[src/rtl/cnn_pkg.sv]
// Shared constants and controller state encoding for the CNN image loader slice.
package cnn_pkg;

    localparam int IMG_W      = 28;
    localparam int IMG_PIXELS = IMG_W * IMG_W;
    localparam int PIX_W      = 8;
    localparam int IMG_ADDR_W = 10;
    localparam int DIGIT_W    = 4;
    localparam int SUM_W      = 18;

    typedef enum logic [1:0] {
        LOAD,
        START,
        WAIT,
        RELEASE
    } cnn_state_t;

endpackage

[src/rtl/cnn_start_handshake.sv]
// Frame controller: sequences LOAD/START/WAIT/RELEASE around the classifier
// start/done handshake and latches the predicted digit once per frame.
module cnn_start_handshake
    import cnn_pkg::*;
(
    input  logic               clk,
    input  logic               rst,
    input  logic               frame_loaded,
    input  logic               cnn_done,
    input  logic [DIGIT_W-1:0] cnn_result,
    output cnn_state_t         state,
    output logic               cnn_start,
    output logic [DIGIT_W-1:0] result,
    output logic               result_valid,
    output logic [7:0]         frame_count
);

    cnn_state_t next_state;

    always_ff @(posedge clk or negedge rst) begin
        if (!rst) begin
            state <= LOAD;
        end else begin
            state <= next_state;
        end
    end

    // RELEASE waits for done to fall so a level-held done cannot retrigger the next frame.
    always_comb begin
        next_state = state;
        case (state)
            LOAD:    if (frame_loaded) next_state = START;
            START:   next_state = WAIT;
            WAIT:    if (cnn_done) next_state = RELEASE;
            RELEASE: if (!cnn_done) next_state = LOAD;
            default: next_state = LOAD;
        endcase
    end

    always_ff @(posedge clk or negedge rst) begin
        if (!rst) begin
            cnn_start    <= 1'b0;
            result       <= '0;
            result_valid <= 1'b0;
            frame_count  <= '0;
        end else begin
            result_valid <= 1'b0;
            if (state == START) begin
                cnn_start <= 1'b1;
            end
            if (state == WAIT && cnn_done) begin
                cnn_start    <= 1'b0;
                result       <= cnn_result;
                result_valid <= 1'b1;
                frame_count  <= frame_count + 8'd1;
            end
        end
    end

endmodule

[src/rtl/cnn_image_loader.sv]
// Streams a byte-wide pixel frame into the CNN image memory, then hands off to the classifier.
// Optional IMG_CHECKSUM_EN adds a pixel_sum output holding the sum of the last completed frame.
module cnn_image_loader
    import cnn_pkg::*;
#(
    parameter int NUM_PIXELS = IMG_PIXELS,
    parameter int ADDR_W     = IMG_ADDR_W,
    parameter int DATA_W     = PIX_W
) (
    input  logic               clk,
    input  logic               rst,
    input  logic               s_valid,
    input  logic [DATA_W-1:0]  s_data,
    input  logic               s_sof,
    output logic               s_ready,
    output logic               mem_we,
    output logic [ADDR_W-1:0]  mem_addr,
    output logic [DATA_W-1:0]  mem_wdata,
    output logic               cnn_start,
    input  logic               cnn_done,
    input  logic [DIGIT_W-1:0] cnn_result,
    output logic [DIGIT_W-1:0] result,
    output logic               result_valid,
    output logic [7:0]         frame_count,
    output logic               sof_err
`ifdef IMG_CHECKSUM_EN
    ,
    output logic [SUM_W-1:0]   pixel_sum
`endif
);

    cnn_state_t        state;
    logic [ADDR_W-1:0] pix_count;
    logic              accept;
    logic              last_pixel;

    assign s_ready    = (state == LOAD);
    assign accept     = s_valid && s_ready;
    assign last_pixel = accept && !s_sof && (pix_count == ADDR_W'(NUM_PIXELS - 1));

    // A start-of-frame pixel always lands at address 0; arriving mid-frame flags a resync.
    always_ff @(posedge clk or negedge rst) begin
        if (!rst) begin
            pix_count <= '0;
            mem_we    <= 1'b0;
            mem_addr  <= '0;
            mem_wdata <= '0;
            sof_err   <= 1'b0;
        end else begin
            mem_we <= accept;
            if (accept) begin
                mem_wdata <= s_data;
                if (s_sof) begin
                    mem_addr  <= '0;
                    pix_count <= ADDR_W'(1);
                    if (pix_count != '0) begin
                        sof_err <= 1'b1;
                    end
                end else begin
                    mem_addr  <= pix_count;
                    pix_count <= last_pixel ? '0 : pix_count + ADDR_W'(1);
                end
            end
        end
    end

`ifdef IMG_CHECKSUM_EN
    logic [SUM_W-1:0] pix_acc;

    always_ff @(posedge clk or negedge rst) begin
        if (!rst) begin
            pix_acc   <= '0;
            pixel_sum <= '0;
        end else begin
            if (accept) begin
                pix_acc <= (s_sof || pix_count == '0) ? SUM_W'(s_data)
                                                      : pix_acc + SUM_W'(s_data);
            end
            if (state == WAIT && cnn_done) begin
                pixel_sum <= pix_acc;
            end
        end
    end
`endif

    cnn_start_handshake u_handshake (
        .clk          (clk),
        .rst          (rst),
        .frame_loaded (last_pixel),
        .cnn_done     (cnn_done),
        .cnn_result   (cnn_result),
        .state        (state),
        .cnn_start    (cnn_start),
        .result       (result),
        .result_valid (result_valid),
        .frame_count  (frame_count)
    );

endmodule

[config.mk]
export PLATFORM = sky130hd
export DESIGN_NAME = cnn_image_loader
export DESIGN_NICKNAME = d
export VERILOG_FILES = /design/src/rtl/cnn_pkg.sv /design/src/rtl/cnn_start_handshake.sv /design/src/rtl/cnn_image_loader.sv
export SDC_FILE = /design/constraint.sdc
export NUM_CORES = 1
export LEC_CHECK = 0
export BUFFER_PORTS_ARGS = -buffer_cell sky130_fd_sc_hd__buf_2
export CORE_AREA = 2 2 71 73
export CTS_BUF_LIST = sky130_fd_sc_hd__clkbuf_8
export DETAILED_ROUTE_END_ITERATION = 6
export DIE_AREA = 0 0 73 75
export PLACE_DENSITY_LB_ADDON = 0.05
export SETUP_SLACK_MARGIN = 0.02
export SYNTH_ARGS = -nofsm -noshare
export SYNTH_HDL_FRONTEND = slang
export SYNTH_SLANG_ARGS = --single-unit
[constraint.sdc]
create_clock -name clk -period 2.39 [get_ports clk]
set_input_delay 0.239 -clock clk [delete_from_list [all_inputs] [get_ports clk]]
set_output_delay 0.239 -clock clk [all_outputs]
set_load 0.005 [all_outputs]
* Word-level counts from Yosys, hierarchy flattened
Cells that the tools add are included.
Word-level totals: bits in registers 46, output and inout bits 35, word-level logic and storage cells 39
Cells by class: add/sub/neg operators 2, equal/unequal tests 7, multiplexer cells 10, reductions and logical operators 10
Operators with widths (number):
- two-way mux 10 bit | 3
- adder 10 x 1 -> 10 bit, second input constant | 1
- == test 10 bit, second input constant | 1
- nonzero test 10 bit | 1
- adder 8 x 1 -> 8 bit, second input constant | 1
- one-hot mux 2 bit (4 select lines) | 1
- two-way mux 2 bit | 3
- AND reduction 3 bit | 2
- == test 2 bit, second input constant | 2
- logical AND 1 bit | 4
- inequality test 2 bit, second input constant | 2
- two-way mux 1 bit | 3
- == test 2 x 1 -> 1 bit, second input constant | 1
- logical NOT 2 bit | 1
- inequality test 2 x 1 -> 1 bit, second input constant | 1
- nonzero test 2 bit | 1
- logical NOT 1 bit | 1

* Logic depth before layout (Yosys ltp)
depth in word-level cells 6, mapped depth 7

* By module
From an unflattened synthesis, not the netlist that was laid out.
Second synthesis, totals: cells, all modules 204, area, all modules 2087.0 µm²
Modules (own cells, without submodules):
- cnn_image_loader | times used 1, cells each 151, area an instance 1380.1 µm², sequential area each 750.7 µm²
- cnn_start_handshake | times used 1, cells each 53, area an instance 706.9 µm², sequential area each 400.4 µm²

* Least setup slack after synthesis
Ideal clock, no wire load.
path kind register to register, start reg u_handshake.state[0], end reg u_handshake.state[1], setup time 0.125 ns, data arrival time 1.792 ns, required time 2.265 ns, slack 0.473 ns, stages on the path, launching flop included 8, buffers on the path 1, period minus slack after synthesis 1.917 ns, cell sequence dfrtp_1 inv_1 ha_1 and3b_1 buf_2 nand4_2 a221oi_4 mux2_4
Between the ends: word-level cells in the longest chain between the ends 6, elaborated cells between the ends (all ways) 12
RTL lines:
- start: declaration | line cnn_start_handshake.sv:11 | output cnn_state_t state,
- start signal: assignment | line cnn_start_handshake.sv:24 | state <= next_state;
- logical NOT 2 bit * | line cnn_image_loader.sv:37 | assign s_ready = (state == LOAD);
- named net s_ready | line cnn_image_loader.sv:15 | output logic s_ready,
- logical AND 1 bit | line cnn_image_loader.sv:38 | assign accept = s_valid && s_ready;
- logical AND 1 bit (2 in a row) | line cnn_image_loader.sv:39 | assign last_pixel = accept && !s_sof && (pix_count == ADDR_W'(NUM_PIXELS - 1));
- inequality test 2 x 1 -> 1 bit (no line)
- AND reduction 3 bit (no line)
Mark *: on every way through the listed nets, which the timed path passes. The rest lies on a longest branch. A chain may end at the register's enable or synchronous reset.

* Worst setup path after layout
start reg u_handshake.state[0], end reg u_handshake.state[1]
Between the ends: word-level cells in the longest chain between the ends 6, elaborated cells between the ends (all ways) 12
RTL lines (line):
- logical NOT 2 bit | cnn_start_handshake.sv:31, cnn_image_loader.sv:37
- logical AND 1 bit | cnn_image_loader.sv:38
- logical AND 1 bit (2 in a row) | cnn_image_loader.sv:39
- inequality test 2 x 1 -> 1 bit (no line)
- AND reduction 3 bit (no line)
Several ways; a longest one is shown, not always the timed one.

==> flow_summary.toml <==
[sta]
setup_tns_ps = 0
fin_worst_skew_ps = 6.560
post-route-period-util = 0.8863
rsz0062_at_grt = "no"
finalMaxSlewViolations = 0
achievable-frequency_mhz = 472.1
setup_ws_ps = 271.7
timing_hold_violations_final = 0
final.min_clock_period_ps = 2118
slew_headroom = 0.6256
setup_viol = 0
transition_time_of_the_tightest_slew_check_pin_ps = 561.5

[detailed_routing]
per_cell_routed_wire_length_microns = 14.36
firstDrtPassIters = 4
totalWireLength_microns = 4151
first_iter_violations = 79
postRouteAntennaNets = 0
detail_route.vias_per_cell = 5.221
drt_drc_violations_left = 0
dr_total_vias = 1509

[global_route]
largest_net_degree_at_the_start_of_global_routing = 26
grt_first_pass_wirelength_microns = 6893
via_count_of_the_first_global_routing_pass = 1492
number_of_antenna_violations_at_the_first_check_in_global_routing = 0
overall_track_demand_over_capacity_in_global_routing = 0.1663
overflow = 0

[yosys]
ys_seq_area_frac = 0.5572
synthFlopType = "sky130_fd_sc_hd__dfrtp_1"
syn_nets = 202
largest_family_of_logic_cells_by_synthesized_area = "simple AND/OR/NAND/NOR gates"
synth_fa_ha_area_frac = 0.04846
yosys_register_bits = 46
synthesis.instances = 177
synth-compound-area-share = 0.09267
synth_simple_gate_area_frac = 0.1557
ys_async_sr_fraction = 1.000
synthMuxAreaShare = 0.09328
yosys_warnings = 0
count_of_flip_flops_with_a_built_in_enable_after_synthesis = 0
syn-cell-area_sq_um = 2066
post_synthesis_average_cell_area_sq_um = 11.67
synth-xor-area-share = 0.02968
ys_types = 44

[place]
placement.setup.worst_slack_ps = 266.6
hpwl_microns = 3048
globalplace.congestion = 0.7901
port_buffers = 51
placed_cells_incl_taps = 280

[power_and_ir_drop]
leakage_nw = 1.275
vdd_ir_drop_max_mv = 0.4491
power_per_cell_area_nw_per_um2 = 1114
design_power_total_mw = 2.795

[clock_tree]
number_of_post_cts_setup_repair_buffers = 0
cts.sinks = 46
cts_htree_levels = 2
cts_tree = "yes"
ctsLongestPathBuffers = 2
cts_inserted_buffers = 5
cts.root.buffer_cell = "sky130_fd_sc_hd__clkbuf_8"
clkSlewWorstSetupHoldPaths_ps = 90
cts_resized = 0
clock_latency_ps = 300
cts_hold_repair.buffers = 1

[finish]
diodes = 0
design.final.nets = 259
stdcell_count = 289
post_route_cells_drive_above_1_share = 0.3617
flow.area_growth_from_synthesis_pct = 21.50

[hold_path]
hold_path_startpoint = "cnn_result[0]"
timing.hold.worst_endpoint = "u_handshake.result[0]$_DFFE_PN0P_"
holdPathStages = 2
worstHoldPathType = "in2reg"

[critical_path]
timing.critical_path.arrival_ps = 2300
rr_startpoint = "u_handshake.state[0]$_DFFE_PN0P_"
crit_path_start_kind = "flip-flop"
crit-reg2reg-capture = "u_handshake.state[1]$_DFFE_PN0P_"
worst-setup-path-type = "reg2reg"
worst-endpoint-required_ps = 2570
end_kind = "flip-flop"
worstPathMaxFanout = 9
r2r_slack_ps = 270
worstRegToRegCells = 6

[run_status]
status = "finished clean"

[floorplanning]
starting_density = 0.4432
number_of_placement_rows = 25
floorplan.core_area_sq_um = 4661
die_width_microns = 73
dieArea_sq_um = 5475
io_pins = 52
dieHeight_microns = 75

[job]
maxCapViolations = 0
[stage by stage]
step	area (sq um)	util	hold WS, ps
5_1_grt	2510	0.5385	153.7
3_3_place_gp	2390	0.5128	241.2
3_5_place_dp	2390	0.5128	263.3
2_1_floorplan	2066	-	-56.59
6_report	2510	0.5385	166.7
4_1_cts	2510	0.5385	162.5
[worst max path at each step]
stage,start,end,slack [ps],depth (start not counted)
after floorplan,u_handshake.state[0]$_DFFE_PN0P_,u_handshake.state[1]$_DFFE_PN0P_,470,7
after global placement,u_handshake.state[0]$_DFFE_PN0P_,u_handshake.state[1]$_DFFE_PN0P_,370,6
after detailed placement,u_handshake.state[0]$_DFFE_PN0P_,u_handshake.state[1]$_DFFE_PN0P_,270,6
after CTS,u_handshake.state[0]$_DFFE_PN0P_,u_handshake.state[1]$_DFFE_PN0P_,250,6
after global routing,u_handshake.state[0]$_DFFE_PN0P_,u_handshake.state[1]$_DFFE_PN0P_,150,6
final,u_handshake.state[0]$_DFFE_PN0P_,u_handshake.state[1]$_DFFE_PN0P_,270,6
[cells in the mapped netlist, types with 2 or more instances]
cell type | number | share of area
sky130_fd_sc_hd__clkbuf_1 | 2 | 0.0036
sky130_fd_sc_hd__a21oi_1 | 2 | 0.0048
sky130_fd_sc_hd__mux2_2 | 14 | 0.076
sky130_fd_sc_hd__nor3_1 | 3 | 0.0073
sky130_fd_sc_hd__xnor2_1 | 4 | 0.017
sky130_fd_sc_hd__nor4_1 | 2 | 0.0061
sky130_fd_sc_hd__xor2_1 | 3 | 0.013
sky130_fd_sc_hd__ha_1 | 8 | 0.048
sky130_fd_sc_hd__dfrtp_1 | 46 | 0.56
sky130_fd_sc_hd__o21ai_0 | 8 | 0.019
sky130_fd_sc_hd__nand3_1 | 14 | 0.034
sky130_fd_sc_hd__nand2_1 | 24 | 0.044
sky130_fd_sc_hd__o31ai_1 | 2 | 0.0073
sky130_fd_sc_hd__inv_1 | 5 | 0.0091
sky130_fd_sc_hd__mux2i_1 | 2 | 0.0097
sky130_fd_sc_hd__or3_1 | 2 | 0.0061
sky130_fd_sc_hd__nor2_1 | 7 | 0.013
sky130_fd_sc_hd__a22o_1 | 3 | 0.013
[routing by layer]
metal | track usage | part of all wire
met5 | 0 | 0
met1 | 0.2166 | 0.46
met3 | 0.04150 | 0.049
met4 | 0.06173 | 0.012
met2 | 0.2703 | 0.48
[cells in the final DEF (no fill, tap or decap), types with 2 or more instances in the layout]
master and instances:
sky130_fd_sc_hd__clkbuf_8 8, sky130_fd_sc_hd__a22o_1 3, sky130_fd_sc_hd__mux2i_1 2, sky130_fd_sc_hd__mux2_2 14
sky130_fd_sc_hd__xnor2_1 4, sky130_fd_sc_hd__inv_1 5, sky130_fd_sc_hd__ha_1 8, sky130_fd_sc_hd__buf_4 3
sky130_fd_sc_hd__or3_1 2, sky130_fd_sc_hd__nor3_1 3, sky130_fd_sc_hd__o21ai_0 8, sky130_fd_sc_hd__nand2_1 24
sky130_fd_sc_hd__nor2_1 7, sky130_fd_sc_hd__nand3_1 14, sky130_fd_sc_hd__buf_2 51, sky130_fd_sc_hd__a21oi_1 2
sky130_fd_sc_hd__dfrtp_1 46, sky130_fd_sc_hd__xor2_1 3, sky130_fd_sc_hd__nor4_1 2, sky130_fd_sc_hd__o31ai_1 2
[final cells by class]
type | count | area (sq um)
sequential | 46 | 1151
inverter | 7 | 26.28
fill | 428 | 2151
timing repair buffer | 55 | 287.8
multi-input combinational | 119 | 867.1
tap | 54 | 67.56
clock buffer | 8 | 110.1
[power by group]
group / internal (mW) / switching, mW / leakage (nW)
sequential: 1.05 / 0.208 / 0.573
clock: 0.292 / 0.251 / 0.0575
combinational: 0.514 / 0.480 / 0.644
[worst max-delay path, stage by stage (launching register included)]
cell	delay, ps
sky130_fd_sc_hd__dfrtp_1	410
sky130_fd_sc_hd__inv_1	140
sky130_fd_sc_hd__ha_1	280
sky130_fd_sc_hd__and3b_1	400
sky130_fd_sc_hd__nand4_2	160
sky130_fd_sc_hd__a221oi_4	300
sky130_fd_sc_hd__mux2_4	330
[cell families (layout without fill, tap and decap cells)]
group	count (synthesis)	in the layout
muxes	17	17
adders and majority gates	8	8
xor gates and xnor gates	7	7
and+or+nand+nor	63	63
DFF	46	46
AOI/OAI and AO/OA	24	24
buffers and inverters	12	70
[sequential cells by signal (all words and copies together) (netlist names)]
| name | flops |
|---|---|
| mem_we | 1 |
| u_handshake.result_valid | 1 |
| sof_err | 1 |
| mem_wdata | 8 |
| mem_addr | 10 |
| u_handshake.frame_count | 8 |
| u_handshake.cnn_start | 1 |
| u_handshake.result | 4 |
| u_handshake.state | 2 |
| pix_count | 10 |
Note: power is estimated with default switching activity, not from simulation.
